<file path="config.mk">
export PLATFORM = sky130hd
export DESIGN_NAME = fetch_ctrl
export DESIGN_NICKNAME = d
export VERILOG_FILES = /design/src/rtl/fetch_ctrl.sv
export SDC_FILE = /design/constraint.sdc
export NUM_CORES = 1
export LEC_CHECK = 0
export CAP_MARGIN = 20
export CORE_MARGIN = 2
export CORE_UTILIZATION = 27
export DETAILED_ROUTE_END_ITERATION = 16
export GPL_ROUTABILITY_DRIVEN = 0
export RECOVER_POWER = 25
export SYNTH_ARGS = -nofsm -noshare
export SYNTH_HDL_FRONTEND = slang
export SYNTH_SLANG_ARGS = --single-unit
</file>
<file path="constraint.sdc">
create_clock -name CLK -period 4.2 [get_ports CLK]
set_input_delay 0.63 -clock CLK [delete_from_list [all_inputs] [get_ports CLK]]
set_output_delay 0.63 -clock CLK [all_outputs]
set_load 0.02 [all_outputs]
</file>
<file path="src/rtl/fetch_ctrl.sv">
// rtl/fetch_ctrl.sv - program counter and fetch control with optional return-address stack
// Optional feature macro: FETCH_CTRL_RAS_EN (defined builds the RAS; undefined makes call = branch, ret = increment)
module fetch_ctrl #(
    parameter int PC_W       = 8,
    parameter int TGT_W      = 8,
    parameter int START_ADDR = 0,
    parameter int RAS_DEPTH  = 4
) (
    input  logic                           CLK,
    input  logic                           start,
    input  logic                           halt,
    input  logic                           stall,
    input  logic                           branch,
    input  logic                           abs_mode,
    input  logic                           call,
    input  logic                           ret,
    input  logic [TGT_W-1:0]               target,
    output logic [PC_W-1:0]                PC,
    output logic                           halted,
    output logic [$clog2(RAS_DEPTH+1)-1:0] ras_count,
    output logic                           ras_ovf,
    output logic                           ras_unf
);

    localparam int CW = $clog2(RAS_DEPTH + 1);
    localparam logic [PC_W-1:0] START_PC = PC_W'(START_ADDR);

    typedef enum logic {
        ST_RUN  = 1'b0,
        ST_HALT = 1'b1
    } state_t;

    // The single action chosen this cycle; the RAS logic keys off it too.
    typedef enum logic [2:0] {
        ACT_RESET  = 3'd0,
        ACT_HOLD   = 3'd1,
        ACT_RET    = 3'd2,
        ACT_CALL   = 3'd3,
        ACT_BRANCH = 3'd4,
        ACT_INC    = 3'd5
    } act_t;

    state_t          state_q, state_d;
    logic [PC_W-1:0] pc_q, pc_d;
    act_t            act;

    logic [PC_W-1:0] pc_inc;
    logic [PC_W-1:0] tgt_zext;
    logic [PC_W-1:0] tgt_sext;
    logic [PC_W-1:0] branch_pc;
    logic            ras_empty;
    logic [PC_W-1:0] ras_top;

    assign pc_inc    = pc_q + PC_W'(1);
    assign tgt_zext  = PC_W'(target);
    assign tgt_sext  = PC_W'($signed(target));
    assign branch_pc = abs_mode ? tgt_zext : (pc_q + tgt_sext);

    // State register for the run/halt FSM and the program counter.
    always_ff @(posedge CLK) begin
        if (start) begin
            state_q <= ST_RUN;
            pc_q    <= START_PC;
        end else begin
            state_q <= state_d;
            pc_q    <= pc_d;
        end
    end

    // Priority decode of the controls into one action, plus next PC and state.
    always_comb begin
        state_d = state_q;
        pc_d    = pc_q;
        act     = ACT_INC;
        if (start) begin
            act     = ACT_RESET;
            state_d = ST_RUN;
            pc_d    = START_PC;
        end else if ((state_q == ST_HALT) || halt) begin
            act     = ACT_HOLD;
            state_d = ST_HALT;
        end else if (stall) begin
            act = ACT_HOLD;
        end else if (ret) begin
            act  = ACT_RET;
            // An empty stack (or no stack at all) falls through to the next address.
            pc_d = ras_empty ? pc_inc : ras_top;
        end else if (call) begin
            act  = ACT_CALL;
            pc_d = branch_pc;
        end else if (branch) begin
            act  = ACT_BRANCH;
            pc_d = branch_pc;
        end else begin
            act  = ACT_INC;
            pc_d = pc_inc;
        end
    end

    assign PC     = pc_q;
    assign halted = (state_q == ST_HALT);

`ifdef FETCH_CTRL_RAS_EN
    localparam int PW = $clog2(RAS_DEPTH);

    // Circular buffer: ptr_q is the next write slot, the top lives one behind it.
    // A push when full simply overwrites the oldest entry.
    logic [PC_W-1:0] ras_q [RAS_DEPTH];
    logic [PW-1:0]   ptr_q;
    logic [PW-1:0]   ptr_inc;
    logic [PW-1:0]   ptr_dec;
    logic [CW-1:0]   cnt_q;
    logic            ovf_q;
    logic            unf_q;

    assign ptr_inc   = (ptr_q == PW'(RAS_DEPTH - 1)) ? '0 : (ptr_q + PW'(1));
    assign ptr_dec   = (ptr_q == '0) ? PW'(RAS_DEPTH - 1) : (ptr_q - PW'(1));
    assign ras_empty = (cnt_q == '0);
    assign ras_top   = ras_q[ptr_dec];

    // Stack bookkeeping: pointer, occupancy and the sticky overflow/underflow flags.
    always_ff @(posedge CLK) begin
        if (act == ACT_RESET) begin
            ptr_q <= '0;
            cnt_q <= '0;
            ovf_q <= 1'b0;
            unf_q <= 1'b0;
        end else if (act == ACT_CALL) begin
            ptr_q <= ptr_inc;
            if (cnt_q == CW'(RAS_DEPTH)) begin
                ovf_q <= 1'b1;
            end else begin
                cnt_q <= cnt_q + CW'(1);
            end
        end else if (act == ACT_RET) begin
            if (cnt_q == '0) begin
                unf_q <= 1'b1;
            end else begin
                ptr_q <= ptr_dec;
                cnt_q <= cnt_q - CW'(1);
            end
        end
    end

    // Return-address storage; contents need no reset since occupancy gates every read.
    always_ff @(posedge CLK) begin
        if (act == ACT_CALL) begin
            ras_q[ptr_q] <= pc_inc;
        end
    end

    assign ras_count = cnt_q;
    assign ras_ovf   = ovf_q;
    assign ras_unf   = unf_q;
`else
    assign ras_empty = 1'b1;
    assign ras_top   = '0;
    assign ras_count = '0;
    assign ras_ovf   = 1'b0;
    assign ras_unf   = 1'b0;
`endif

endmodule

</file>
==> out/metrics.yaml, run 1 <==
outcome: "complete, no violations"
drt.antenna.violating_nets: 0
track_usage_pct: 14.1
io_buffers: 24
cts-htree-levels: 1
crit_chain: "clkdlybuf4s50_1 -> nor3_1 -> nand2_1 -> nor3_1 -> nand3_1 -> nor3b_1"
timing.rr.start: "halted$_SDFFE_PP0P_"
hpwl_um: 2140
worst_ir_drop_vdd_uv: 83.4
syn_inst: 129
synth-edff-count: 0
drive_above_1_share_pct: 4.64
fmax_mhz: 377
cpLargestDelayFamily: "simple AND/OR/NAND/NOR gates"
fin_worst_skew_ns: 0.000646
grt.overflow.total: 0
drv_slew: 0
fin_nets: 177
grt_pass1_vias: 988
clk_latency_ns: 0.27
yosysWarnings: 0
routed-via-count: 1070
drc: 0
hold_violations: 0
dieArea_um2: 4080
hp-class: "flip-flop to flip-flop"
synth-seq-cells: 9
rsz0062_at_grt: "no"
cts_buffer_depth: 2
drt_iter0_markers: 31
setup_tns_ns: 0
die_x_um: 63.9
cp_slowest_cell: "nor3_1"
syn_to_final_growth_pct: 29.2
wl_per_cell_um: 13.8
required_ns: 4.36
p_leak_nw: 0.451
synth_top_area_cell: "dfxtp_1"
std_cell_rows: 21
startpoint_type: "input port"
timing.max_cap.violations: 0
hp-start: "halted$_SDFFE_PP0P_"
crit_path_max_incr_delay_ns: 0.93
cp.arrival_ns: 2.81
critPathMostFrequentCell: "nor3_1"
cts_tree: "yes"
period_minus_slack_ns: 2.65
crit_type: "input port to flip-flop"
drt_pass1_iterations: 4
syn_area_um2: 968
yosysTopAreaCellShare_pct: 18.6
fp.dieH_um: 63.9
clock_sinks: 9
start_util_pct: 28.6
diodes: 0
post-cts-setup-buffers: 0
synth.area.top_cells: "dfxtp_1 (19%), ha_1 (10%), a21oi_1 (6.2%)"
numCtsBuffers: 3
path_clk_slew_ns: 0.07
antenna_found_initial: 0
synth_most_common_cell: "a21oi_1"
end_kind: "flip-flop"
synthTopCellsByCount: "a21oi_1 (12), nor2_1 (11), o21ai_0 (10)"
avgViaCountPerCell: 5.43
grt_max_degree: 14
max_slew.worst_pin.slew_ns: 1.15
cp_max_fo: 11
synth_flop_cell: "dfxtp_1"
ys_seq_area_share_pct: 18.6
routed_wl_um: 2720
yosys.cell_types.count: 45
ctsHoldBuffers: 0
grt_pass1_wl_um: 4710
path_buf_inv: 1
slew_headroom_pct: 22.6
avgSynthCellArea_um2: 7.51
setup_violations: 0
final_util_pct: 36.9
powerDensity_nw_per_um2: 201
ioPinCount: 30
crit_path_start: "halt"
cts_root_buffer: "clkbuf_4"
post-route-period-util_pct: 63.1
coreArea_um2: 3390
synth-async-reset-ratio_pct: 0
cts.repair.resized: 0
-- worst reg2reg max path: stages, from the launching register on --
cell     delay, ns
dfxtp_1       0.33
nor3_1        0.93
nand2_1       0.34
nor3_1        0.23
nand3_1       0.09
nor3b_1       0.15
-- state kept, by name, indices dropped and copies added, names as in the netlist --
name / cells
PC: 8
halted: 1
-- routing by layer --
layer | wire (µm) | GRT usage, % | up-vias
met3 | 101 | 1.23 | 5
met2 | 1360 | 24.5 | 34
met1 | 1220 | 18.4 | 502
li1 | - | - | 529
met4 | 36 | 4.08 | 0
met5 | 0 | 0 | -
-- layout by cell type, fill, tap and decap left out, drive strengths merged, types with 2 or more instances in the layout --
master and n:
clkdlybuf4s50 20, a31oi 2, o21ai 10, dlygate4sd3 4
a211oi 4, ha 8, conb 5, o211ai 3
mux2i 2, clkbuf 3, a21oi 12, inv 8
nor2 11, or3 3, nand4 4, nor2b 2
dfxtp 9, nor3 4, nand3 4, nand2 5
o21bai 3
-- through the flow --
| step | total power (W) | setup slack, ns | hold slack (ns) | area [µm²] | cells |
|---|---|---|---|---|---|
| 2_1_floorplan | 0.000151 | 2.19 | 0.574 | 983 | 133 |
| 3_3_place_gp | 0.000181 | 1.41 | 0.501 | 1220 | 193 |
| 3_5_place_dp | 0.000182 | 1.29 | 0.517 | 1220 | 193 |
| 4_1_cts | 0.000252 | 1.57 | 0.529 | 1250 | 197 |
| 5_1_grt | 0.000266 | 1.37 | 0.601 | 1250 | 197 |
| 6_report | 0.000252 | 1.55 | 0.523 | 1250 | 197 |
-- cells by family after synthesis --
kind of cell,after synthesis,synth area share [%]
AO/OA/AOI/OAI,50,35.4
XOR/XNOR,2,1.81
adder cells (fa/ha/maj),9,12.4
buffers and inverters,18,9.04
flip-flops,9,18.6
multiplexers,2,2.07
other,1,0.387
AND/OR/NAND/NOR,38,20.3
-- power breakdown --
part | leakage [nW] | internal, W | switching [W] | total [W]
sequential | 0.0734 | 0.0000891 | 0.00000704 | 0.0000961
clock | 0.0177 | 0.0000352 | 0.0000358 | 0.0000711
combinational | 0.360 | 0.0000384 | 0.0000460 | 0.0000844
total | 0.451 | 0.000163 | 0.0000889 | 0.000252
-- final timing paths --
check | to | slack, ns | depth (start not counted)
setup / recovery | PC[6]$_SDFFE_PP0P_ | 1.55 | 6
hold / removal | halted$_SDFFE_PP0P_ | 0.52 | 2
setup reg to reg | PC[6]$_SDFFE_PP0P_ | 2.02 | 5
hold reg to reg | halted$_SDFFE_PP0P_ | 0.52 | 2
-- cell type report --
class,count,area [µm²]
Tap cell,46,57.6
Fill cell,351,2140
Multi-Input combinational cell,106,716
Clock inverter,1,5.00
Sequential cell,9,180
Timing Repair Buffer,24,240
Clock buffer,3,22.5
Inverter,8,30.0
No activity file was read; power rests on OpenSTA's default activity.
==> run 2, diff against run 1 <==
Clock period 4.2 ns to 2.76 ns, I/O delays scaled along.
==> run 2 against run 1 <==
Sequential cell count unchanged. Cell count up 0.51%. Clock skew up 0.0026 ns. Hold slack worse by 0.0049 ns. Global-route usage up 0.30 points.
==> out/metrics.yaml, run 2 (synthesized netlist as in run 1, its figures left out) <==
grt_pass1_vias: 1018
coreArea_um2: 3390
timing.max_cap.violations: 0
cp.arrival_ns: 2.36
hold_violations: 0
p_leak_nw: 0.453
crit_chain: "clkdlybuf4s50_1 -> ha_1 -> inv_1 -> fa_1 -> nor2b_1 -> o21ai_0 -> a21oi_1 -> nor3_1 -> a2111oi_0"
hp-class: "flip-flop to flip-flop"
io_buffers: 24
cts_buffer_depth: 2
cts.repair.resized: 0
ioPinCount: 30
crit_type: "input port to flip-flop"
crit_path_end: "PC[4]$_SDFFE_PP0P_"
period_minus_slack_ns: 2.19
drc: 0
final_common_cell: "clkdlybuf4s50_1"
antenna_found_initial: 0
routed_wl_um: 2840
track_usage_pct: 14.4
crit_path_max_incr_delay_ns: 0.48
start_util_pct: 28.6
layout.cells.non_filler: 198
grt.overflow.total: 0
setup_tns_ns: 0
cp.depth: 9
path_buf_inv: 2
avgViaCountPerCell: 5.53
required_ns: 2.92
drt_pass1_iterations: 4
rsz0062_at_grt: "no"
drt.antenna.violating_nets: 0
reg2regPathDepth: 8
timing.rr.start: "PC[0]$_SDFFE_PP0P_"
setup_violations: 0
cp_slowest_cell: "clkdlybuf4s50_1"
num-fill-cells: 359
largest_register_ffs: 8
grt_max_degree: 14
outcome: "complete, no violations"
syn_to_final_growth_pct: 29.8
dieArea_um2: 4080
powerDensity_nw_per_um2: 306
cp_max_fo: 3
fmax_mhz: 456
clock_sinks: 9
grt_pass1_wl_um: 4680
post-cts-setup-buffers: 0
rrSetupSlack_ns: 0.67
cts_root_buffer: "clkbuf_4"
worst_ir_drop_vdd_uv: 88.7
path_clk_slew_ns: 0.07
routed-via-count: 1095
fin_worst_skew_ns: 0.00321
most-common-layout-cells: "clkdlybuf4s50_1 (20), a21oi_1 (12), nor2_1 (11)"
drv_slew: 0
cts_tree: "yes"
slew_headroom_pct: 46.2
std_cell_rows: 21
cts-htree-levels: 1
post-route-period-util_pct: 79.5
wl_per_cell_um: 14.3
drt_iter0_markers: 53
end_kind: "flip-flop"
max_slew.worst_pin.slew_ns: 0.806
crit_path_start: "target[0]"
numCtsBuffers: 3
cpLargestDelayFamily: "adder cells"
reg2reg_to: "PC[4]$_SDFFE_PP0P_"
die_x_um: 63.9
hpwl_um: 2200
dp.cells: 194
startpoint_type: "input port"
clk_latency_ns: 0.27
ctsHoldBuffers: 0
fin_nets: 178
fp.dieH_um: 63.9
drive_above_1_share_pct: 4.61
diodes: 0
==> run 2: changes by cell type in the layout (fill, tap and decap cells not counted) <==
| cell | delta |
|---|---|
| clkinv_2 | -1 |
| clkbuf_1 | +1 |
| buf_4 | +1 |
==> run 2: stage by stage <==
step           utilization [%]  total power [W]  cell area, µm²  hold WS (ns)  setup slack, ns
4_1_cts                   37.1         0.000387            1260         0.522            0.565
3_3_place_gp              36.3         0.000276            1230         0.494            0.377
6_report                  37.1         0.000385            1260         0.518            0.567
5_1_grt                   37.1         0.000406            1260         0.561            0.443
3_5_place_dp              36.3         0.000278            1230         0.508            0.285
2_1_floorplan                -         0.000230             983         0.530            0.777
==> run 2: cell type report <==
class / instances / area [µm²] / area share, %
multi-input combinational: 106 / 716 / 56.9
timing repair buffer: 25 / 248 / 19.7
inverter: 8 / 30.0 / 2.39
sequential: 9 / 180 / 14.3
tap: 46 / 57.6 / 4.58
clock buffer: 4 / 26.3 / 2.09
==> run 2: how the worst min path moves through the flow <==
stage	from	depth (start not counted)	slack, ns	end
after floorplan	halt	2	0.53	halted$_SDFFE_PP0P_
after global placement	halted$_SDFFE_PP0P_	2	0.49	halted$_SDFFE_PP0P_
after detailed placement	halted$_SDFFE_PP0P_	2	0.51	halted$_SDFFE_PP0P_
after CTS	halted$_SDFFE_PP0P_	2	0.52	halted$_SDFFE_PP0P_
after global routing	halted$_SDFFE_PP0P_	2	0.56	halted$_SDFFE_PP0P_
final	halted$_SDFFE_PP0P_	2	0.52	halted$_SDFFE_PP0P_
==> run 2: routing by layer <==
layer / wire [µm] / vias to the layer above / global-route usage [%]
li1: - / 529 / -
met1: 1320 / 525 / 19.1
met2: 1340 / 35 / 23.0
met3: 123 / 6 / 1.76
met4: 53 / 0 / 6.79
met5: 0 / - / 0
==> run 2: worst register-to-register path: stages, from the launching register on <==
cell,delay [ns]
dfxtp_1,0.47
ha_1,0.26
inv_1,0.06
fa_1,0.40
nor2b_1,0.18
o21ai_0,0.11
a21oi_1,0.14
nor3_1,0.06
a2111oi_0,0.31
==> run 2: report_power, final <==
part | internal, W | switching, W
combinational | 0.0000593 | 0.0000706
clock | 0.0000561 | 0.0000532
sequential | 0.000136 | 0.0000103
total | 0.000251 | 0.000134
